**src/rtl/ddfs_sweep_ctrl.sv**
```systemverilog
// ddfs_sweep_ctrl -- frequency sweep sequencer for a DDFS carrier FCW.
//
// Purpose:
//   On a start request the sweep configuration is captured into shadow
//   registers. The sweep then steps the carrier frequency control word from
//   start_fcw to stop_fcw (inclusive) in increments of step. Each FCW value
//   is held for dwell+1 cycles. A configuration with a zero step, or with
//   start above stop, is rejected: the block reports done together with
//   cfg_err and does not touch the FCW.
//
// Build option:
//   DDFS_SWEEP_WRAP_EN -- when defined, cont_i selects a continuous sweep
//   that reloads start_fcw (pulsing wrap_o) instead of finishing. When it is
//   undefined, cont_i is ignored and wrap_o is tied low.
//
// Ports:
//   clk          system clock, rising edge
//   reset        asynchronous active-low reset
//   start_i      one-cycle sweep request (accepted only in IDLE, abort_i low)
//   abort_i      terminates a running sweep, highest priority
//   start_fcw_i  first FCW of the sweep
//   stop_fcw_i   last permitted FCW (inclusive)
//   step_i       FCW increment per step
//   dwell_i      extra hold cycles per FCW value
//   cont_i       1 = continuous sweep, 0 = one-shot
//   fcw_c_o      carrier FCW to the DDFS
//   busy_o       sweep in progress (state == SWEEP)
//   step_o       one-cycle pulse on every fcw_c_o update
//   wrap_o       one-cycle pulse when a continuous sweep reloads start
//   done_o       one-cycle pulse at sweep end
//   cfg_err_o    one-cycle pulse with done_o on a rejected configuration

module ddfs_sweep_ctrl #(
    parameter int PHASE_WIDTH = 32,
    parameter int DWELL_WIDTH = 24
) (
    input  logic                   clk,
    input  logic                   reset,
    input  logic                   start_i,
    input  logic                   abort_i,
    input  logic [PHASE_WIDTH-1:0] start_fcw_i,
    input  logic [PHASE_WIDTH-1:0] stop_fcw_i,
    input  logic [PHASE_WIDTH-1:0] step_i,
    input  logic [DWELL_WIDTH-1:0] dwell_i,
    input  logic                   cont_i,
    output logic [PHASE_WIDTH-1:0] fcw_c_o,
    output logic                   busy_o,
    output logic                   step_o,
    output logic                   wrap_o,
    output logic                   done_o,
    output logic                   cfg_err_o
);

    typedef enum logic [1:0] {
        IDLE  = 2'd0,
        SWEEP = 2'd1,
        DONE  = 2'd2
    } state_t;

    state_t state_r, state_s;

    // Shadow configuration, captured on an accepted start.
    logic [PHASE_WIDTH-1:0] start_fcw_r, start_fcw_s;
    logic [PHASE_WIDTH-1:0] stop_fcw_r,  stop_fcw_s;
    logic [PHASE_WIDTH-1:0] inc_r,       inc_s;
    logic [DWELL_WIDTH-1:0] dwell_r,     dwell_s;

    // Datapath and registered outputs.
    logic [PHASE_WIDTH-1:0] fcw_r,       fcw_s;
    logic [DWELL_WIDTH-1:0] cnt_r,       cnt_s;
    logic                   busy_r,      busy_s;
    logic                   step_pls_r,  step_pls_s;
    logic                   done_pls_r,  done_pls_s;
    logic                   cfg_err_r,   cfg_err_s;

    // One bit wider than the FCW so that a carry out marks the end of range
    // instead of silently wrapping to a small frequency.
    logic [PHASE_WIDTH:0]   sum_s;
    logic                   next_ok_s;
    logic                   cfg_bad_s;

`ifdef DDFS_SWEEP_WRAP_EN
    logic                   cont_r,      cont_s;
    logic                   wrap_pls_r,  wrap_pls_s;
`else
    logic                   unused_cont_s;
    assign unused_cont_s = cont_i;
`endif

    // Candidate next FCW and its range check against the latched stop value.
    assign sum_s     = {1'b0, fcw_r} + {1'b0, inc_r};
    assign next_ok_s = (sum_s[PHASE_WIDTH] == 1'b0) &&
                       (sum_s[PHASE_WIDTH-1:0] <= stop_fcw_r);

    // Configuration check runs on the live inputs at the moment of start.
    assign cfg_bad_s = (step_i == {PHASE_WIDTH{1'b0}}) ||
                       (start_fcw_i > stop_fcw_i);

    // Next-state, datapath and pulse-output decode.
    always_comb begin
        state_s     = state_r;
        start_fcw_s = start_fcw_r;
        stop_fcw_s  = stop_fcw_r;
        inc_s       = inc_r;
        dwell_s     = dwell_r;
        fcw_s       = fcw_r;
        cnt_s       = cnt_r;
        step_pls_s  = 1'b0;
        done_pls_s  = 1'b0;
        cfg_err_s   = 1'b0;
`ifdef DDFS_SWEEP_WRAP_EN
        cont_s      = cont_r;
        wrap_pls_s  = 1'b0;
`endif
        case (state_r)
            IDLE: begin
                if (start_i && !abort_i) begin
                    start_fcw_s = start_fcw_i;
                    stop_fcw_s  = stop_fcw_i;
                    inc_s       = step_i;
                    dwell_s     = dwell_i;
`ifdef DDFS_SWEEP_WRAP_EN
                    cont_s      = cont_i;
`endif
                    if (cfg_bad_s) begin
                        state_s    = DONE;
                        done_pls_s = 1'b1;
                        cfg_err_s  = 1'b1;
                    end else begin
                        state_s    = SWEEP;
                        fcw_s      = start_fcw_i;
                        cnt_s      = dwell_i;
                        step_pls_s = 1'b1;
                    end
                end else begin
                    state_s = IDLE;
                end
            end
            SWEEP: begin
                if (abort_i) begin
                    state_s = IDLE;
                end else if (cnt_r != {DWELL_WIDTH{1'b0}}) begin
                    cnt_s = cnt_r - {{(DWELL_WIDTH-1){1'b0}}, 1'b1};
                end else if (next_ok_s) begin
                    fcw_s      = sum_s[PHASE_WIDTH-1:0];
                    cnt_s      = dwell_r;
                    step_pls_s = 1'b1;
                end else begin
`ifdef DDFS_SWEEP_WRAP_EN
                    if (cont_r) begin
                        fcw_s      = start_fcw_r;
                        cnt_s      = dwell_r;
                        step_pls_s = 1'b1;
                        wrap_pls_s = 1'b1;
                    end else begin
                        state_s    = DONE;
                        done_pls_s = 1'b1;
                    end
`else
                    state_s    = DONE;
                    done_pls_s = 1'b1;
`endif
                end
            end
            DONE: begin
                state_s = IDLE;
            end
            default: begin
                state_s = IDLE;
            end
        endcase
        busy_s = (state_s == SWEEP);
    end

    // FSM state register.
    always_ff @(posedge clk or negedge reset) begin
        if (!reset) begin
            state_r <= IDLE;
        end else begin
            state_r <= state_s;
        end
    end

    // Shadow configuration, FCW, dwell counter and registered pulse outputs.
    always_ff @(posedge clk or negedge reset) begin
        if (!reset) begin
            start_fcw_r <= {PHASE_WIDTH{1'b0}};
            stop_fcw_r  <= {PHASE_WIDTH{1'b0}};
            inc_r       <= {PHASE_WIDTH{1'b0}};
            dwell_r     <= {DWELL_WIDTH{1'b0}};
            fcw_r       <= {PHASE_WIDTH{1'b0}};
            cnt_r       <= {DWELL_WIDTH{1'b0}};
            busy_r      <= 1'b0;
            step_pls_r  <= 1'b0;
            done_pls_r  <= 1'b0;
            cfg_err_r   <= 1'b0;
        end else begin
            start_fcw_r <= start_fcw_s;
            stop_fcw_r  <= stop_fcw_s;
            inc_r       <= inc_s;
            dwell_r     <= dwell_s;
            fcw_r       <= fcw_s;
            cnt_r       <= cnt_s;
            busy_r      <= busy_s;
            step_pls_r  <= step_pls_s;
            done_pls_r  <= done_pls_s;
            cfg_err_r   <= cfg_err_s;
        end
    end

`ifdef DDFS_SWEEP_WRAP_EN
    // Continuous-mode flag and wrap pulse.
    always_ff @(posedge clk or negedge reset) begin
        if (!reset) begin
            cont_r     <= 1'b0;
            wrap_pls_r <= 1'b0;
        end else begin
            cont_r     <= cont_s;
            wrap_pls_r <= wrap_pls_s;
        end
    end

    assign wrap_o = wrap_pls_r;
`else
    assign wrap_o = 1'b0;
`endif

    assign fcw_c_o   = fcw_r;
    assign busy_o    = busy_r;
    assign step_o    = step_pls_r;
    assign done_o    = done_pls_r;
    assign cfg_err_o = cfg_err_r;

endmodule

```
**config.mk**
```make
export PLATFORM = sky130hd
export DESIGN_NAME = ddfs_sweep_ctrl
export DESIGN_NICKNAME = d
export VERILOG_FILES = /design/src/rtl/ddfs_sweep_ctrl.sv
export SDC_FILE = /design/constraint.sdc
export NUM_CORES = 1
export LEC_CHECK = 0
export ABC_AREA = 1
export CORE_UTILIZATION = 35
export CTS_CLUSTER_DIAMETER = 60
export CTS_CLUSTER_SIZE = 24
export DETAILED_ROUTE_END_ITERATION = 16
export PLACE_DENSITY_LB_ADDON = 0.15
export SETUP_SLACK_MARGIN = 0.2
export SLEW_MARGIN = 30
export SYNTH_ARGS = -nofsm -noshare
export SYNTH_HDL_FRONTEND = slang
export SYNTH_SLANG_ARGS = --single-unit
export TNS_END_PERCENT = 20
```
**constraint.sdc**
```tcl
create_clock -name clk -period 3.2 [get_ports clk]
set_input_delay 0.48 -clock clk [delete_from_list [all_inputs] [get_ports clk]]
set_output_delay 0.48 -clock clk [all_outputs]
set_load 0.1 [all_outputs]
```
==> flow_summary.json, run 1 <==
{
  "numPortBuffers": 159,
  "clkPwrFrac_pct": 15.8,
  "power_density_nw_per_um2": 860,
  "cts_htree_levels": 4,
  "grt_pass1_vias": 11300,
  "relSlewSlack_pct": 35.8,
  "finalMaxSlewViolations": 0,
  "via_per_inst": 4.87,
  "clockRootBuffer": "clkbuf_16",
  "dr.first_iter.drc_count": 668,
  "setup_viol": 61,
  "worstPathCellList": "ha_1, nand2_1, nor2_1, inv_1, nor2_2, buf_4, nand3_1, nand2_1, nand2_1, nand2_1, inv_1, ha_1, a21oi_1, o21ai_0, nand2_1, nand2_1, a21oi_2, nand2_2, nand2_4, nand4_4, nand2_8, clkbuf_16, nand2_2, nand2_1",
  "finalCritPeriodShare_pct": 115,
  "routed_wl_mm": 37.4,
  "fillers": 3123,
  "dp_hpwl_mm": 27.5,
  "synth_cell_types": 41,
  "comb_power_share_pct": 62.8,
  "ir_worst_vdd_uv": 440,
  "synth_nets": 1836,
  "fin_crit_ns": 3.68,
  "grt.overflow.total": 0,
  "cts.clk_slew.worst_paths_ns": 0.06,
  "seq_area_frac_synth_pct": 33.7,
  "synthFlopType": "dfrtp_1",
  "p_leak_nw": 8.11,
  "drtAntennaViolNets": 0,
  "vias": 11500,
  "start_util_pct": 36.0,
  "crit_path_frequent_cell": "nand2_1",
  "grt.total_usage_pct": 23.3,
  "outcome": "finished with violations",
  "fp.coreArea_um2": 30900,
  "maxCapViolations": 0,
  "die_h_um": 180,
  "fin_util_pct": 50.9,
  "sw_frac_of_total_pct": 46.9,
  "dpl_cell_area_um2": 14500,
  "switchingPower_mw": 6.34,
  "fp.dieArea_um2": 32500,
  "total_power_mw": 13.5,
  "synthesis.instances": 1612,
  "async_flop_share_pct": 100,
  "area_delta_synth_final_pct": 41.3,
  "wl_per_cell_um": 15.9,
  "design_area_um2": 15700,
  "final_common_cell": "nand2_1",
  "required_ns": 3.57,
  "p_seq_share_pct": 21.4,
  "fin_ws_ns": -0.483,
  "p_int_mw": 7.18,
  "hold_class": "primary input to async pin",
  "synth.avg_cell_area_um2": 6.90,
  "grt_pass1_wl_mm": 59.9,
  "place_congestion": 0.910,
  "tns_ns": -26.92,
  "yosys_warnings": 0,
  "synth_seq_cells": 150,
  "syn_area_um2": 11100,
  "finalNonFillerCells": 2352,
  "nets": 2166,
  "synth_enable_flop_cells": 0,
  "hold_viol_final": 0,
  "pin_count": 162,
  "dp_cells": 2309,
  "end_kind": "flip-flop",
  "die_x_um": 180,
  "layout_common_cells": "nand2_1 (460), buf_4 (225), inv_1 (204), nand3_1 (130), o21ai_0 (129)",
  "cp_max_fo": 8,
  "grt_max_degree": 168,
  "clock_skew_ns": 0.0188,
  "cts_hold_buf": 0,
  "cts_inserted_buffers": 17,
  "crit_arrival_ns": 4.06,
  "dr.pass1.iters": 5,
  "drc": 0,
  "row_count": 64,
  "crit_type": "flip-flop to flip-flop",
  "crit_family": "simple AND/OR/NAND/NOR gates",
  "slowest_delay_ns": 0.43,
  "cp_num_buf_inv": 4,
  "clockBufferDepth": 2,
  "antenna_found_initial": 1,
  "cp-start-kind": "flip-flop",
  "cts_tree": "built",
  "violations": "setup timing",
  "worst_slew_pin_slew_ns": 0.960,
  "clk_latency_ns": 0.45,
  "drive_above_1_share_pct": 21.8,
  "cts.sinks": 150,
  "timing.fmax_ghz": 0.271,
  "grt_setup_unrepaired": "yes",
  "crit_slowest_cell": "dfrtp_2"
}
-- state kept, by name, summed over array words and instances (netlist names) --
name / cells
busy_o: 1
cfg_err_o: 1
cnt_r: 24
done_o: 1
dwell_r: 24
fcw_c_o: 32
inc_r: 32
state_r: 2
step_o: 1
stop_fcw_r: 32
-- metrics by stage --
stage / hold slack [ns] / setup WS (ns)
2_1_floorplan: 0.184 / -0.268
3_3_place_gp: 0.463 / -0.494
3_5_place_dp: 0.468 / -0.564
4_1_cts: 0.0630 / -0.397
5_1_grt: 0.101 / -0.738
6_report: 0.0575 / -0.483
-- repair_timing --
item	in CTS	in global routing
gates cloned	2	5
pin swaps	3	31
gates resized for setup	36	76
setup buffers	0	3
endpoints found under the setup margin	61	61
-- layout make-up --
class | count | area (um^2) | share of cell area [%]
Tap cell | 396 | 495 | 3.15
Multi-Input combinational cell | 1200 | 6790 | 43.2
Timing Repair Buffer | 364 | 3250 | 20.7
Inverter | 209 | 785 | 4.99
Clock buffer | 19 | 443 | 2.82
Sequential cell | 150 | 3800 | 24.1
Clock inverter | 13 | 160 | 1.02
Antenna cell | 1 | 2.50 | 0.0159
-- layer usage --
layer / global-route usage, % / routed length, um
met5: 0 / 0
met4: 6.29 / 532
met3: 3.78 / 1680
met2: 38.8 / 17700
met1: 31.2 / 17500
-- power groups by stage --
stage / clock network (mW) / logic, mW / registers, mW
after floorplan: 0 / 3.64 / 3.96
after detailed placement: 0 / 7.95 / 2.90
after global routing: 2.25 / 9.40 / 2.96
after global placement: 0 / 7.86 / 2.89
final: 2.14 / 8.49 / 2.89
after CTS: 2.18 / 8.12 / 2.88
-- worst register-to-register path, stage by stage (launching register included) --
cell,delay [ns]
dfrtp_2,0.43
ha_1,0.35
nand2_1,0.12
nor2_1,0.15
inv_1,0.08
nor2_2,0.19
buf_4,0.14
nand3_1,0.22
nand2_1,0.13
nand2_1,0.07
nand2_1,0.06
inv_1,0.04
ha_1,0.28
a21oi_1,0.12
o21ai_0,0.10
nand2_1,0.08
nand2_1,0.10
a21oi_2,0.14
nand2_2,0.08
nand2_4,0.11
nand4_4,0.14
nand2_8,0.20
clkbuf_16,0.19
nand2_2,0.05
nand2_1,0.05
-- final timing paths --
kind / start / to / slack [ns] / cells after the start
worst min register to register: dwell_r[14] / dwell_r[14] / 0.48 / 2
worst max register to register: fcw_c_o[17] / fcw_c_o[17] / -0.48 / 24
max in group asynchronous: reset / cnt_r[8] / 2.26 / 2
worst max-delay path: fcw_c_o[17] / fcw_c_o[17] / -0.48 / 24
worst min-delay path: reset / stop_fcw_r[17] / 0.06 / 1
min in group clk: dwell_r[14] / dwell_r[14] / 0.48 / 2
-- cells by family (layout without fill, tap and decap cells) --
kind of cell	after synthesis	in the layout	synth area share [%]
and+or+nand+nor	833	834	31.9
adders and majority gates	99	99	11.2
AOI/OAI and AO/OA	240	240	11.6
other	1	2	0.0337
buffers and inverters	263	605	9.52
xor gates and xnor gates	26	26	2.05
DFF	150	150	33.7
-- Yosys cell counts, types with 4 or more instances --
master / n / area share [%]
a21o_1: 6 / 0.40
nand4_1: 12 / 0.67
o211ai_1: 7 / 0.47
nor4_1: 6 / 0.34
dfrtp_1: 150 / 34
o21bai_1: 6 / 0.40
a21oi_1: 67 / 3.0
clkbuf_1: 25 / 0.84
xnor2_1: 7 / 0.55
nor3_1: 11 / 0.49
buf_2: 10 / 0.45
buf_6: 4 / 0.40
ha_1: 98 / 11
buf_1: 9 / 0.30
nand3_1: 139 / 6.3
buf_4: 5 / 0.34
nor2_1: 125 / 4.2
xor2_1: 19 / 1.5
nand3_2: 11 / 0.99
and2_1: 14 / 0.79
o21ai_0: 138 / 6.2
o22ai_1: 8 / 0.45
nand2_1: 498 / 17
inv_1: 207 / 7.0
(Power assumes the default switching activity.)
==> run 2, diff against run 1 <==
Settings changed: CORE_MARGIN from default to 5.
==> flow_summary.json, run 2 (same netlist as run 1, synthesis figures left out) <==
{
  "end_kind": "flip-flop",
  "fin_crit_ns": 3.76,
  "dpl_cell_area_um2": 14500,
  "setup_viol": 61,
  "ir_worst_vdd_uv": 430,
  "grt_setup_unrepaired": "yes",
  "fp.coreArea_um2": 31500,
  "cp-start-kind": "flip-flop",
  "start_util_pct": 35.4,
  "dr.pass1.iters": 5,
  "sw_frac_of_total_pct": 46.8,
  "cts.clk_slew.worst_paths_ns": 0.08,
  "cts_hold_buf": 0,
  "die_h_um": 188,
  "design_area_um2": 16100,
  "p_int_mw": 7.41,
  "fin_ws_ns": -0.556,
  "dr.first_iter.drc_count": 622,
  "finalMaxSlewViolations": 0,
  "n_antenna_cell": 0,
  "grt.overflow.total": 0,
  "routed_wl_mm": 37.7,
  "numPortBuffers": 159,
  "antenna_found_initial": 0,
  "wl_per_cell_um": 16.0,
  "grt_pass1_vias": 11500,
  "clkPwrFrac_pct": 14.7,
  "required_ns": 3.54,
  "crit_type": "flip-flop to flip-flop",
  "layout_common_cells": "nand2_1 (466), buf_4 (233), inv_1 (203), o21ai_0 (127), clkdlybuf4s50_1 (122)",
  "fillers": 3107,
  "hold_viol_final": 0,
  "dp_hpwl_mm": 28.1,
  "clock_skew_ns": 0.0193,
  "final_common_cell": "nand2_1",
  "pin_count": 162,
  "reg2regPathDepth": 26,
  "finalCritPeriodShare_pct": 117,
  "grt_max_degree": 168,
  "clockRootBuffer": "clkbuf_16",
  "grt.total_usage_pct": 21.1,
  "fin_util_pct": 51.3,
  "cts_tree": "built",
  "place_congestion": 0.887,
  "cp_max_fo": 6,
  "via_per_inst": 4.84,
  "drtAntennaViolNets": 0,
  "cts_htree_levels": 4,
  "cts_inserted_buffers": 17,
  "power_density_nw_per_um2": 863,
  "nets": 2173,
  "tns_ns": -28.19,
  "fp.dieArea_um2": 35500,
  "finalNonFillerCells": 2364,
  "p_leak_nw": 8.17,
  "crit_arrival_ns": 4.10,
  "hold_class": "primary input to async pin",
  "die_x_um": 188,
  "worst_slew_pin_slew_ns": 1.01,
  "row_count": 65,
  "clk_latency_ns": 0.46,
  "area_delta_synth_final_pct": 45.1,
  "drive_above_1_share_pct": 24.8,
  "grt_pass1_wl_mm": 60.3,
  "maxCapViolations": 0,
  "comb_power_share_pct": 64.1,
  "clockBufferDepth": 2,
  "outcome": "finished with violations",
  "p_seq_share_pct": 21.1,
  "drc": 0,
  "violations": "setup timing",
  "switchingPower_mw": 6.53,
  "cts.sinks": 150,
  "dp_cells": 2307,
  "vias": 11400,
  "timing.fmax_ghz": 0.266,
  "relSlewSlack_pct": 32.3
}
==> run 2: stage by stage <==
| step | hold slack, ns | power, mW | setup WS (ns) |
|---|---|---|---|
| 2_1_floorplan | 0.184 | 7.61 | -0.268 |
| 3_3_place_gp | 0.462 | 10.7 | -0.669 |
| 3_5_place_dp | 0.466 | 10.8 | -0.607 |
| 4_1_cts | 0.0728 | 13.3 | -0.437 |
| 5_1_grt | 0.108 | 15.0 | -0.662 |
| 6_report | 0.0576 | 13.9 | -0.556 |
==> run 2: final cells by class <==
class	count	area, um^2	share of cell area [%]
repair buffers	371	3290	20.4
clock inverters	14	144	0.891
well taps	402	503	3.11
flip-flops and latches	150	3800	23.5
inverters	209	785	4.86
clock buffers	18	439	2.72
multi-input cells	1200	7190	44.5
==> run 2: timing repair <==
action                     4_1_cts  5_1_grt
resized for setup               62      109
setup endpoints to repair       61       61
pin swaps                       11       33
gates cloned                     3        1
setup buffers                   16        5
==> run 2: path summary, 6_finish.rpt <==
check | slack [ns] | to | startpoint
worst min register to register | 0.48 | dwell_r[0] | dwell_r[0]
worst min-delay path | 0.06 | inc_r[6] | reset
min in group clk | 0.48 | dwell_r[0] | dwell_r[0]
worst max-delay path | -0.56 | cnt_r[15] | fcw_c_o[0]
max in group asynchronous | 2.36 | dwell_r[20] | reset
worst max register to register | -0.56 | cnt_r[15] | fcw_c_o[0]
==> run 2: worst max-delay path, stage by stage (launching register included) <==
cell and delay (ns):
dfrtp_4 0.44, ha_4 0.14, inv_2 0.03, fa_2 0.32, nand3b_1 0.19, nand2_2 0.11
nand2_2 0.07, nand2_4 0.08, nand3_2 0.08, nand2_4 0.14, inv_2 0.04, o21bai_1 0.15
nand2_1 0.10, and2_4 0.16, ha_4 0.25, nand2_2 0.04, inv_2 0.05, nand4_1 0.19
nor2_2 0.17, nand2_1 0.06, nand2_1 0.07, nand2_2 0.09, nand2_4 0.12, nand3_4 0.18
clkbuf_16 0.24, nand3_2 0.07, nand2_1 0.05
==> run 2: layer usage <==
layer | GRT usage [%] | wire (um) | vias to the layer above
met5 | 0 | 0 | -
met4 | 5.18 | 622 | 0
met3 | 3.37 | 1350 | 34
met2 | 35.1 | 17900 | 215
met1 | 28.8 | 17900 | 5319
li1 | - | - | 5862
==> run 2: power groups by stage <==
stage               Combinational [mW]  Sequential, mW  Clock, mW
floorplan                         3.64            3.96          0
global placement                  7.83            2.89          0
detailed placement                7.93            2.90          0
CTS                               8.28            2.89       2.09
global route                      9.85            3.01       2.18
finish                            8.94            2.95       2.05
==> run 3, diff against run 2 <==
Settings changed: TNS_END_PERCENT 20 to default.
==> flow_summary.json, run 3 (same netlist as run 1, synthesis figures left out) <==
{
  "crit_arrival_ns": 4.10,
  "design_area_um2": 16100,
  "nets": 2175,
  "dpl_cell_area_um2": 14500,
  "outcome": "finished with violations",
  "dp_hpwl_mm": 28.4,
  "cts.sinks": 150,
  "total_power_mw": 13.9,
  "dr.first_iter.drc_count": 666,
  "clockRootBuffer": "clkbuf_16",
  "end_kind": "flip-flop",
  "cp_max_fo": 5,
  "ir_worst_vdd_uv": 453,
  "hold_viol_final": 0,
  "drc": 0,
  "clk_latency_ns": 0.45,
  "numPortBuffers": 159,
  "timing.fmax_ghz": 0.266,
  "n_antenna_cell": 0,
  "fp.coreArea_um2": 31500,
  "fin_ws_ns": -0.554,
  "cts_inserted_buffers": 17,
  "cp_num_buf_inv": 3,
  "dp_cells": 2306,
  "clockBufferDepth": 2,
  "cp-start-kind": "flip-flop",
  "grt_pass1_wl_mm": 59.6,
  "grt_pass1_vias": 11300,
  "die_x_um": 188,
  "start_util_pct": 35.4,
  "rrSetupSlack_ns": -0.55,
  "routed_wl_mm": 38.2,
  "worst_slew_pin_slew_ns": 1.05,
  "power_density_nw_per_um2": 861,
  "maxCapViolations": 0,
  "grt_setup_unrepaired": "yes",
  "clock_skew_ns": 0.0191,
  "setup_viol": 61,
  "area_delta_synth_final_pct": 44.7,
  "crit_path_frequent_cell": "nand2_2",
  "finalCritPeriodShare_pct": 117,
  "drive_above_1_share_pct": 24.4,
  "cts_tree": "built",
  "slowest_delay_ns": 0.41,
  "via_per_inst": 4.83,
  "grt.total_usage_pct": 20.8,
  "antenna_found_initial": 0,
  "final_common_cell": "nand2_1",
  "finalNonFillerCells": 2366,
  "dr.pass1.iters": 5,
  "crit_slowest_cell": "dfrtp_1",
  "cts.clk_slew.worst_paths_ns": 0.07,
  "fp.dieArea_um2": 35500,
  "die_h_um": 188,
  "tns_ns": -31.99,
  "relSlewSlack_pct": 29.8,
  "cts_htree_levels": 4,
  "drtAntennaViolNets": 0,
  "crit_type": "flip-flop to flip-flop",
  "grt.overflow.total": 0,
  "finalMaxSlewViolations": 0,
  "holdWs_ns": 0.482,
  "p_leak_nw": 8.30,
  "grt_max_degree": 74,
  "pin_count": 162,
  "layout_common_cells": "nand2_1 (440), buf_4 (229), inv_1 (204), o21ai_0 (129), clkdlybuf4s50_1 (122)",
  "wl_per_cell_um": 16.2,
  "crit_family": "simple AND/OR/NAND/NOR gates",
  "fin_crit_ns": 3.75,
  "vias": 11400,
  "row_count": 65,
  "required_ns": 3.54,
  "violations": "setup timing",
  "fillers": 3117,
  "hold_class": "flip-flop to flip-flop",
  "place_congestion": 0.903
}
==> run 3: cell count changes in the layout (fill, tap and decap cells not counted), sizes merged <==
cell | previous run | this run
clkinvlp | 3 | 2
buf | 248 | 246
clkinv | 5 | 3
clkbuf | 19 | 23
inv | 214 | 215
bufinv | 1 | 2
dlygate4sd3 | 0 | 1
==> run 3: worst min-delay path, delay by kind of cell, from the launching register on <==
kind | cells | cell delay [ns]
flops | 1 | 0.34
simple gates | 2 | 0.12
==> run 3: layout make-up <==
class	count	area, um^2	area share (%)
Clock buffer	19	443	2.75
Clock inverter	13	161	1.00
Inverter	209	785	4.87
Multi-Input combinational cell	1200	7060	43.8
Sequential cell	150	3800	23.6
Tap cell	402	503	3.12
Timing Repair Buffer	373	3360	20.9
==> run 3: power breakdown <==
| part | total [mW] | internal, mW | switching, mW |
|---|---|---|---|
| combinational | 8.84 | 3.74 | 5.10 |
| sequential | 2.89 | 2.45 | 0.436 |
| clock | 2.14 | 1.20 | 0.946 |
==> run 3: worst paths after layout <==
path / from / endpoint / depth (start not counted)
worst max-delay path: inc_r[0] / cnt_r[20] / 27
worst min-delay path: dwell_r[9] / dwell_r[9] / 2
worst max register to register: inc_r[0] / cnt_r[20] / 27
worst min register to register: dwell_r[9] / dwell_r[9] / 2
max in group asynchronous: reset / fcw_c_o[21] / 3
min in group asynchronous: reset / fcw_c_o[5] / 2
==> run 3: stage by stage <==
stage	util (%)	setup WS (ns)
floorplan	-	-0.268
global placement	46.0	-0.513
detailed placement	46.0	-0.561
CTS	49.0	-0.427
global route	51.2	-0.769
finish	51.2	-0.554
==> run 3: what timing repair did <==
action,CTS,global route
buffers inserted,14,7
pin swaps,2,49
setup endpoints to repair,61,61
resized for setup,49,123
hold buffers,1,0
endpoints found under the hold margin,36,0
cloned,2,4
==> run 3: routing by layer <==
| layer | vias up | share of wire [%] | track usage, % |
|---|---|---|---|
| met5 | - | 0 | 0 |
| met4 | 0 | 1.4 | 4.40 |
| met3 | 31 | 3.8 | 3.35 |
| met2 | 230 | 48 | 35.2 |
| met1 | 5316 | 47 | 28.4 |
| li1 | 5855 | - | - |
